--- config.mk ---
export PLATFORM = sky130hd
export DESIGN_NAME = modulo_tabuleiro_param
export DESIGN_NICKNAME = d
export VERILOG_FILES = /design/src/rtl/modulo_tabuleiro_param_pkg.sv /design/src/rtl/modulo_tabuleiro_param_sincroniza_borda.sv /design/src/rtl/modulo_tabuleiro_param.sv
export SDC_FILE = /design/constraint.sdc
export NUM_CORES = 1
export LEC_CHECK = 0
export BUFFER_PORTS_ARGS = -buffer_cell sky130_fd_sc_hd__buf_2
export CORE_MARGIN = 5
export CORE_UTILIZATION = 40
export DETAILED_ROUTE_END_ITERATION = 16
export GPL_TIMING_DRIVEN = 0
export MAX_ROUTING_LAYER = met4
export PLACE_DENSITY = 0.61
export SLEW_MARGIN = 20
export SYNTH_ARGS = -nofsm -noshare
export SYNTH_HDL_FRONTEND = slang
export SYNTH_HIERARCHICAL = 1
export SYNTH_SLANG_ARGS = --single-unit
export TNS_END_PERCENT = 20
--- constraint.sdc ---
create_clock -name clk -period 3.7 [get_ports clk]
set_input_delay 0 -clock clk [delete_from_list [all_inputs] [get_ports clk]]
set_output_delay 0 -clock clk [all_outputs]
set_load 0.1 [all_outputs]
--- src/rtl/modulo_tabuleiro_param_pkg.sv ---
// modulo_tabuleiro_param_pkg: shot result codes and FSM states shared by the board engine.
package modulo_tabuleiro_param_pkg;
    localparam logic [1:0] RES_MISS    = 2'b00;
    localparam logic [1:0] RES_HIT     = 2'b01;
    localparam logic [1:0] RES_REPEAT  = 2'b10;
    localparam logic [1:0] RES_INVALID = 2'b11;
    typedef enum logic [1:0] {
        ST_IDLE = 2'b00,
        ST_EVAL = 2'b01,
        ST_OVER = 2'b10
    } state_t;
endpackage

--- src/rtl/modulo_tabuleiro_param_sincroniza_borda.sv ---
// modulo_sincroniza_borda: 2-FF synchroniser for an async input plus a one-cycle rising-edge pulse.
module modulo_sincroniza_borda (
    input  logic clk,
    input  logic clr,
    input  logic d_in,
    output logic pulse
);
    logic r_s1, r_s2, r_prev;
    always_ff @(posedge clk or negedge clr)
        if (!clr) {r_prev, r_s2, r_s1} <= 3'b000;
        else {r_prev, r_s2, r_s1} <= {r_s2, r_s1, d_in};
    assign pulse = r_s2 & ~r_prev;
endmodule

--- src/rtl/modulo_tabuleiro_param.sv ---
// modulo_tabuleiro_param: naval-battle board engine with ship/attack maps, shot FSM,
// hit/shot counters, game-over detection and a column-scanned LED matrix driver.
module modulo_tabuleiro_param
    import modulo_tabuleiro_param_pkg::*;
#(
    parameter int ROWS     = 7,
    parameter int COLS     = 5,
    parameter int SCAN_DIV = 20,
    localparam int N  = ROWS * COLS,
    localparam int RW = $clog2(ROWS),
    localparam int CW = $clog2(COLS),
    localparam int NW = $clog2(N + 1),
    localparam int IW = $clog2(N)
) (
    input  logic          clk,
    input  logic          clr,
    input  logic          load_en,
    input  logic [N-1:0]  ship_map_in,
    input  logic [RW-1:0] atk_row,
    input  logic [CW-1:0] atk_col,
    input  logic          atk_btn,
    input  logic          mode,
    output logic [1:0]    result,
    output logic          result_valid,
    output logic [NW-1:0] hits,
    output logic [NW-1:0] shots,
    output logic          game_over,
    output logic [COLS-1:0] m_col,
    output logic [ROWS-1:0] m_line
);
    state_t r_state, w_state_nxt;
    logic [N-1:0]  r_ship, r_atk, w_atk_nxt, w_bit, w_map;
    logic [RW-1:0] r_row;
    logic [CW-1:0] r_col, r_scan;
    logic [NW-1:0] r_hits, r_shots, w_hits_nxt, w_shots_nxt;
    logic [1:0]    r_result, w_res;
    logic          r_valid, w_edge, w_in_range, w_fresh, w_over_nxt;
    logic [IW-1:0] w_idx;
    logic [SCAN_DIV-1:0] r_pre;
    logic [ROWS-1:0] w_line;

    modulo_sincroniza_borda u_btn (
        .clk   (clk),
        .clr   (clr),
        .d_in  (atk_btn),
        .pulse (w_edge)
    );

    always_comb begin
        w_idx       = IW'(r_row) * IW'(COLS) + IW'(r_col);
        w_bit       = N'(1) << w_idx;
        w_in_range  = (int'(r_row) < ROWS) && (int'(r_col) < COLS);
        w_res       = !w_in_range ? RES_INVALID :
                      (r_atk & w_bit) != '0 ? RES_REPEAT :
                      (r_ship & w_bit) != '0 ? RES_HIT : RES_MISS;
        w_fresh     = (w_res == RES_HIT) || (w_res == RES_MISS);
        w_atk_nxt   = w_fresh ? (r_atk | w_bit) : r_atk;
        w_hits_nxt  = r_hits + NW'(w_res == RES_HIT);
        w_shots_nxt = r_shots + NW'(w_fresh);
        // Game over is judged on the map as it will be after this shot lands.
        w_over_nxt  = ((r_ship & ~w_atk_nxt) == '0) && (r_ship != '0);
        w_state_nxt = r_state == ST_IDLE ? (w_edge ? ST_EVAL : ST_IDLE) :
                      r_state == ST_EVAL ? (w_over_nxt ? ST_OVER : ST_IDLE) : r_state;
    end

    always_ff @(posedge clk or negedge clr)
        if (!clr) begin
            r_state  <= ST_IDLE;
            r_ship   <= '0;
            r_atk    <= '0;
            r_hits   <= '0;
            r_shots  <= '0;
            r_result <= RES_MISS;
            r_valid  <= 1'b0;
            r_row    <= '0;
            r_col    <= '0;
        end else if (load_en) begin
            r_state  <= ST_IDLE;
            r_ship   <= ship_map_in;
            r_atk    <= '0;
            r_hits   <= '0;
            r_shots  <= '0;
            r_result <= RES_MISS;
            r_valid  <= 1'b0;
        end else begin
            r_state <= w_state_nxt;
            r_valid <= (r_state == ST_EVAL);
            if (r_state == ST_IDLE && w_edge) begin
                r_row <= atk_row;
                r_col <= atk_col;
            end
            if (r_state == ST_EVAL) begin
                r_result <= w_res;
                r_atk    <= w_atk_nxt;
                r_hits   <= w_hits_nxt;
                r_shots  <= w_shots_nxt;
            end
        end

    always_ff @(posedge clk or negedge clr)
        if (!clr) begin
            r_pre  <= '0;
            r_scan <= '0;
        end else begin
            r_pre <= r_pre + SCAN_DIV'(1);
            if (&r_pre) r_scan <= (int'(r_scan) == COLS - 1) ? '0 : r_scan + CW'(1);
        end

    always_comb begin
        w_map  = mode ? r_atk : r_ship;
        w_line = '1;
        for (int r = 0; r < ROWS; r++) w_line[r] = ~w_map[IW'(r * COLS) + IW'(r_scan)];
    end

    assign result       = r_result;
    assign result_valid = r_valid;
    assign hits         = r_hits;
    assign shots        = r_shots;
    assign game_over    = ((r_ship & ~r_atk) == '0) && (r_ship != '0);
    assign m_col        = COLS'(1) << r_scan;
    assign m_line       = w_line;
endmodule

## Word level (Yosys, flattened, before mapping)

Index checks and enable logic that the tools add are counted.
W data, S select, Z words.

| word-level totals | value |
|---|---|
| register bits after elaboration | 119 |
| bits in latches | 0 |
| bits in writable memories | 0 |
| memory bits (read-only) | 0 |
| input port bits | 46 |
| output and inout bits | 28 |
| word-level logic and storage cells | 107 |
| memories | 0 |

| cells by class | value |
|---|---|
| $add $sub $neg | 11 |
| $mul | 1 |
| div/mod/pow operators | 0 |
| magnitude comparators | 9 |
| equality and inequality tests | 3 |
| shift operators | 2 |
| multiplexer cells | 34 |
| bitwise operators | 17 |
| reduce and logical (&&, ||, !) cells | 16 |

Operators with widths:

| cell | number |
|---|---|
| $and A35 B35 Y35 | 4 |
| $mux W35 | 4 |
| $reduce_bool A35 Y1 | 3 |
| $logic_not A35 Y1 | 2 |
| $not A35 Y35 | 2 |
| $bmux W1 S6 | 6 |
| $or A35 B35 Y35 | 1 |
| $shl A1 B6 Y35 const A | 1 |
| $mux W6 | 4 |
| $lt A6 B7 Y1 const B | 3 |
| $add A20 B1 Y20 const B | 1 |
| $reduce_and A20 Y1 | 1 |
| $add A5 B3 Y6 const A | 3 |
| $mux W2 | 8 |
| $lt A5 B7 Y1 const B | 2 |
| $add A6 B1 Y6 | 2 |
| $add A4 B3 Y5 const A | 2 |
| $mux W1 | 10 |
| $not A1 Y1 | 9 |
| $lt A3 B7 Y1 const B | 1 |
| $lt A4 B7 Y1 const B | 1 |
| $add A6 B3 Y6 | 1 |
| $lt A3 B3 Y1 const B | 2 |
| $mul A3 B3 Y6 const B | 1 |
| 14 further kinds | 19 |

## Logic depth before layout (Yosys ltp)

| logic depth | value |
|---|---|
| depth in word-level cells | 19 |
| gate-level depth with buffers | 19 |
| mapped depth without buffers | 17 |

## Cells and area by module

The synthesis kept the hierarchy.

Modules (own cells, without submodules):

| module | instances | cells each | area an instance (µm²) | seq. area each (µm²) |
|---|---|---|---|---|
| modulo_tabuleiro_param | 1 | 781 | 7923.8 | 2902.8 |
| modulo_sincroniza_borda | 1 | 4 | 88.8 | 75.1 |

## Worst setup path before layout

OpenSTA, ideal clock, no wires.

| path | value |
|---|---|
| path kind | flip-flop to output port |
| start point | register r_scan[0] |
| end point | output port m_line[3] |
| data arrival time | 5.350 ns |
| data required time | 3.700 ns |
| path slack | -1.650 ns |
| stages on the path, launching flop included | 10 |
| buffers on the path | 4 |
| cells stage by stage | dfrtp_1 > clkbuf_1 > buf_1 > clkbuf_1 > inv_1 > ha_1 > clkbuf_1 > mux4_2 > mux2_2 > o21ai_0 |

| on the way | value |
|---|---|
| longest elaborated chain between the ends | 4 |

RTL lines:

| element | line | RTL |
|---|---|---|
| from (decl) | modulo_tabuleiro_param.sv:34 | `logic [CW-1:0] r_col, r_scan;` |
| from (signal assigned) | modulo_tabuleiro_param.sv:106 | `if (&r_pre) r_scan <= (int'(r_scan) == COLS - 1) ? '0 : r_scan + CW'(1);` |
| $add A4 B3 Y5 | modulo_tabuleiro_param.sv:112 | `for (int r = 0; r < ROWS; r++) w_line[r] = ~w_map[IW'(r * COLS) + IW'(r_scan)];` |
| $bmux W1 S6 | modulo_tabuleiro_param.sv:112 |  |
| $mux W1 (implied by the code) | modulo_tabuleiro_param.sv:112 |  |
| $not A1 Y1 | modulo_tabuleiro_param.sv:112 |  |
| to (decl) | modulo_tabuleiro_param.sv:29 | `output logic [ROWS-1:0] m_line` |

Every way passes these cells. The select of a mux whose other input is x is not followed.

## Final worst setup path

| path | value |
|---|---|
| start point | register r_row[0] |
| end point | register r_state[1] |

| on the way | value |
|---|---|
| longest elaborated chain between the ends | 19 |
| elaborated cells on any way between the ends | 25 |
| classes of those cells | add/sub: 1; mul: 1; order compare: 1; eq/ne: 1; shift: 1; mux: 8; bitwise: 5; reduce/logical: 7 |

RTL lines:

| element | line | RTL |
|---|---|---|
| from (decl) | modulo_tabuleiro_param.sv:33 | `logic [RW-1:0] r_row;` |
| from (signal assigned) | modulo_tabuleiro_param.sv:89 | `r_row <= atk_row;` |
| $mul A3 B3 Y6 | modulo_tabuleiro_param.sv:50 | `w_idx = IW'(r_row) * IW'(COLS) + IW'(r_col);` |
| $add A6 B3 Y6 | modulo_tabuleiro_param.sv:50 |  |
| $shl A1 B6 Y35 | modulo_tabuleiro_param.sv:51 | `w_bit = N'(1) << w_idx;` |
| $and A35 B35 Y35 | modulo_tabuleiro_param.sv:55 | `(r_ship & w_bit) != '0 ? RES_HIT : RES_MISS;` |
| $reduce_bool A35 Y1 | modulo_tabuleiro_param.sv:55 |  |
| $mux W1 | modulo_tabuleiro_param.sv:55 |  |
| $mux W2 | modulo_tabuleiro_param.sv:54 | `(r_atk & w_bit) != '0 ? RES_REPEAT :` |
| $mux W2 | modulo_tabuleiro_param.sv:53 | `w_res = !w_in_range ? RES_INVALID :` |
| [... 2 more ...] | - |  |
| $mux W35 * | modulo_tabuleiro_param.sv:57 | `w_atk_nxt = w_fresh ? (r_atk \| w_bit) : r_atk;` |
| $not A35 Y35 * | modulo_tabuleiro_param.sv:61 | `w_over_nxt = ((r_ship & ~w_atk_nxt) == '0) && (r_ship != '0);` |
| $and A35 B35 Y35 * | modulo_tabuleiro_param.sv:61 |  |
| $logic_not A35 Y1 * | modulo_tabuleiro_param.sv:61 |  |
| $logic_and A1 B1 Y1 * | modulo_tabuleiro_param.sv:61 |  |
| $mux W2 * (2 in series) | modulo_tabuleiro_param.sv:63 | `r_state == ST_EVAL ? (w_over_nxt ? ST_OVER : ST_IDLE) : r_state;` |
| $mux W2 * | modulo_tabuleiro_param.sv:62 | `w_state_nxt = r_state == ST_IDLE ? (w_edge ? ST_EVAL : ST_IDLE) :` |
| $mux W2 * | modulo_tabuleiro_param.sv:77 | `end else if (load_en) begin` |
| to (signal assigned) | modulo_tabuleiro_param.sv:86 | `r_state <= w_state_nxt;` |
| to (decl) | modulo_tabuleiro_param.sv:31 | `state_t r_state, w_state_nxt;` |

Mark *: on every way between the ends. The rest lies on a longest branch, timed or not. The select of a mux whose other input is x is not followed.
A chain may end at the register's enable or synchronous reset.

==> metrics.txt <==
critical path required time 4.05 ns; post-synthesis register bit count 119; Post-synth EDFFs 0; Int Pwr 0.00416 W; DR WL/cell 26.1 um; buffer type at the clock tree root sky130_fd_sc_hd__clkbuf_16; Top-Level Pins 74; proportion of register bits with asynchronous set or reset after synthesis 100%; total iterations of the first detailed-routing run 8; worst reg-to-reg setup slack -0.45 ns; maximum achievable frequency 241 MHz; number of nets in the final layout 1068; post-synth net total 858; maximum clock path buffer count 2; count of cell types in the netlist 75; Comb pwr share 55.7%; fraction of layout cells with a size suffix above 1 38.8%; minimum period implied by the final worst setup slack 4.15 ns; Net Sw Power 0.00315 W; Pleak 4.59 nW; portion of the clock cycle consumed by the worst path in the final layout 112%; peak fanout along the critical path 4; cell at the slowest stage of the critical path sky130_fd_sc_hd__or4_4; Iteration-0 DRC Markers 1016; mean instance size in the synthesized netlist 10.2 sq um; commonest non-fill, non-tap cells in the layout 118 x sky130_fd_sc_hd__dfrtp_1, 72 x sky130_fd_sc_hd__buf_2, 66 x sky130_fd_sc_hd__buf_4; post-synthesis to final-layout area growth 40.2%; failing checks setup timing; crit path capture type flop; number of max-slew violations in the final report 0; via count of the routed design 8026; number of antenna-violating nets in the routed design 0; worst-path cell chain buf_6, ha_4, ha_4, fa_2, buf_4, xor2_4, nand2_4, nor2_4, a21oi_2, or4_4, or4_4, or4_4, o31ai_4; clock share of power 23.8%; sw frac 43.1%; number of antenna violations at the first check in global routing 0; critical register-to-register path startpoint r_row[0]; maximum number of pins on one net before global-route repair 77; max-capacitance violation count 0; run status finished with violations; detailed placement HPWL 23.0 mm; grt total ovfl 0; die extent in y 152 um; effective utilization at floorplan 40.9%; Avg Vias per Cell 6.30; post-placement cell count 1123; first-pass GRT wire length 48.9 mm; Clock Skew 0.00946 ns; aggregate global-route resource usage 29.8%; Post-Place Setup Slack -1.01 ns; clock tree from TritonCTS built; post-synthesis cell area 8010 sq um; total power per unit cell area 651 nW/um^2; Port Buffer Count 72; part of the Yosys area used for sequential elements 37.2%; crit path launch type flop; CP most frequent cell sky130_fd_sc_hd__or4_4; TritonCTS buffer count 17; die width 152 um; placeable core area 19600 sq um; clock sink count 119; arrival time reported for the critical path endpoint 4.50 ns; top-area cell type share of the netlist area 37.2%; number of instances in the synthesized netlist 785; Die Area 23000 sq um; endpoint of the worst-slack reg-to-reg timing path r_state[1]; total of fill cells in the finished design 1704; ys flop type sky130_fd_sc_hd__dfrtp_1; most common cell after layout, fill and taps aside sky130_fd_sc_hd__dfrtp_1; peak supply drop 0.000378 V; crit path setup slack, layout -0.448 ns; post-synthesis cell type with the largest combined area sky130_fd_sc_hd__dfrtp_1; Hold Crit Class primary input to async pin; WS Path Type flop to flop; Final Hold Fails 0; main area contributors after synthesis sky130_fd_sc_hd__dfrtp_1 37%, sky130_fd_sc_hd__mux4_2 10%, sky130_fd_sc_hd__mux2_2 6.0%; Setup violations, final 49; highest cell delay on the worst timing path 0.58 ns; deepest level of the CTS H-tree 4; weighted congestion at the end of routability-driven global placement 1.09; Routed WL 33.2 mm; residual DRC count 0; worst slew margin relative to its limit 24.3%; launch point of the worst path r_row[0]; row count 51; final instance count without filler cells 1274; clock edge transition at the registers on the reported setup and hold paths 0.06 ns; cell count of the worst reg-to-reg path 13; insertion delay to the later sink of the worst-skew pair 0.43 ns; vias in the first global route 7956; unrepaired setup endpoints after global routing true; count of warnings emitted by yosys 6; Seq pwr share 20.5%; measured slew at the worst slew-check pin 1.14 ns
[power by group through the flow]
| stage | sequential (W) | clock (W) | combinational (W) |
|---|---|---|---|
| after floorplan | 0.00147 | 0 | 0.00162 |
| after CTS | 0.00149 | 0.00176 | 0.00334 |
| after global routing | 0.00150 | 0.00182 | 0.00419 |
| after global placement | 0.00151 | 0 | 0.00242 |
| final | 0.00150 | 0.00174 | 0.00407 |
| after detailed placement | 0.00151 | 0 | 0.00238 |
[synth_stat cells, types with 13 or more instances]
| library cell | n |
|---|---|
| sky130_fd_sc_hd__ha_1 | 26 |
| sky130_fd_sc_hd__clkbuf_1 | 22 |
| sky130_fd_sc_hd__nand4_1 | 22 |
| sky130_fd_sc_hd__nand2b_1 | 30 |
| sky130_fd_sc_hd__inv_1 | 13 |
| sky130_fd_sc_hd__xnor2_1 | 15 |
| sky130_fd_sc_hd__nand2_1 | 59 |
| sky130_fd_sc_hd__nor2_1 | 66 |
| sky130_fd_sc_hd__mux4_2 | 36 |
| sky130_fd_sc_hd__mux2i_1 | 20 |
| sky130_fd_sc_hd__mux2_2 | 43 |
| sky130_fd_sc_hd__a31oi_1 | 20 |
| sky130_fd_sc_hd__nor3_1 | 13 |
| sky130_fd_sc_hd__dfrtp_1 | 119 |
| sky130_fd_sc_hd__nor4_1 | 13 |
| sky130_fd_sc_hd__a21oi_1 | 50 |
| sky130_fd_sc_hd__o21ai_0 | 25 |
| sky130_fd_sc_hd__nand3_1 | 23 |
[logic make-up (layout without fill, tap and decap cells)]
family / after synthesis / after routing / synth area share (%)
and+or+nand+nor: 276 / 276 / 17.8
AOI/OAI and AO/OA: 181 / 181 / 15.8
DFF: 119 / 119 / 37.2
muxes: 101 / 101 / 19.0
buffers and inverters: 55 / 278 / 3.06
adders and majority gates: 27 / 27 / 4.31
xor gates and xnor gates: 26 / 26 / 2.84
other: 0 / 1 / 0
[critical path, delay by kind of cell, from the launching register on]
kind            cells  cell delay, ns
compound gates      2            0.26
simple gates        5            2.01
buf+inv             2            0.33
flops               1            0.43
xor+xnor            1            0.27
fa+ha+maj           3            0.76
[repair_timing]
action                                  in CTS  in global routing
setup buffers                               50                 28
pin swaps                                   22                 65
hold buffers                                43                  0
resized for setup                           81                 78
endpoints found under the hold margin      161                  0
endpoints found under the setup margin      56                 52
[state kept, by name, summed over array words and instances, names as in the netlist]
signal	count
shots	6
u_btn/r_prev	1
r_ship	35
hits	6
r_col	3
r_row	3
r_atk	35
u_btn/r_s1	1
r_state	2
r_scan	3
result	2
u_btn/r_s2	1
r_pre	20
result_valid	1
[per-stage QoR]
| step | setup TNS (ns) | hold WS (ns) | total power (W) | cell area [sq um] | utilization (%) |
|---|---|---|---|---|---|
| finish | -8.95 | 0.0495 | 0.00731 | 11200 | 57.3 |
| global placement | -40.23 | 0.110 | 0.00393 | 8850 | 45.2 |
| CTS | -7.85 | 0.0691 | 0.00659 | 10700 | 54.5 |
| global route | -13.48 | 0.0942 | 0.00752 | 11200 | 57.3 |
| floorplan | -0.310 | -0.296 | 0.00309 | 8160 | - |
| detailed placement | -26.79 | -0.0827 | 0.00389 | 8900 | 45.4 |
[cell type report]
cell class / count / area, sq um / area share [%]
Multi-Input combinational cell: 611 / 5520 / 49.1
Sequential cell: 119 / 2980 / 26.5
Timing Repair Buffer: 193 / 1470 / 13.1
Clock buffer: 21 / 470 / 4.19
Tap cell: 265 / 332 / 2.95
Buffer: 39 / 273 / 2.43
Clock inverter: 11 / 138 / 1.23
Inverter: 14 / 53.8 / 0.479
Antenna cell: 1 / 2.50 / 0.0223
[worst max-delay path by stage]
stage	endpoint	slack, ns	cells past startpoint
after global placement	r_state[1]	-1.17	12
after detailed placement	r_state[1]	-1.01	12
after CTS	r_state[1]	-0.41	12
final	r_state[1]	-0.45	13
after global routing	r_state[1]	-0.57	18
after floorplan	r_state[1]	-0.16	13
[layer usage]
layer	vias to the layer above	GRT usage, %	routed length, um
li1	3426	-	-
met1	3933	38.9	13200
met2	516	44.4	14700
met3	151	6.66	3390
met4	0	14.3	1910
met5	-	-	0
(Power assumes the default switching activity.)
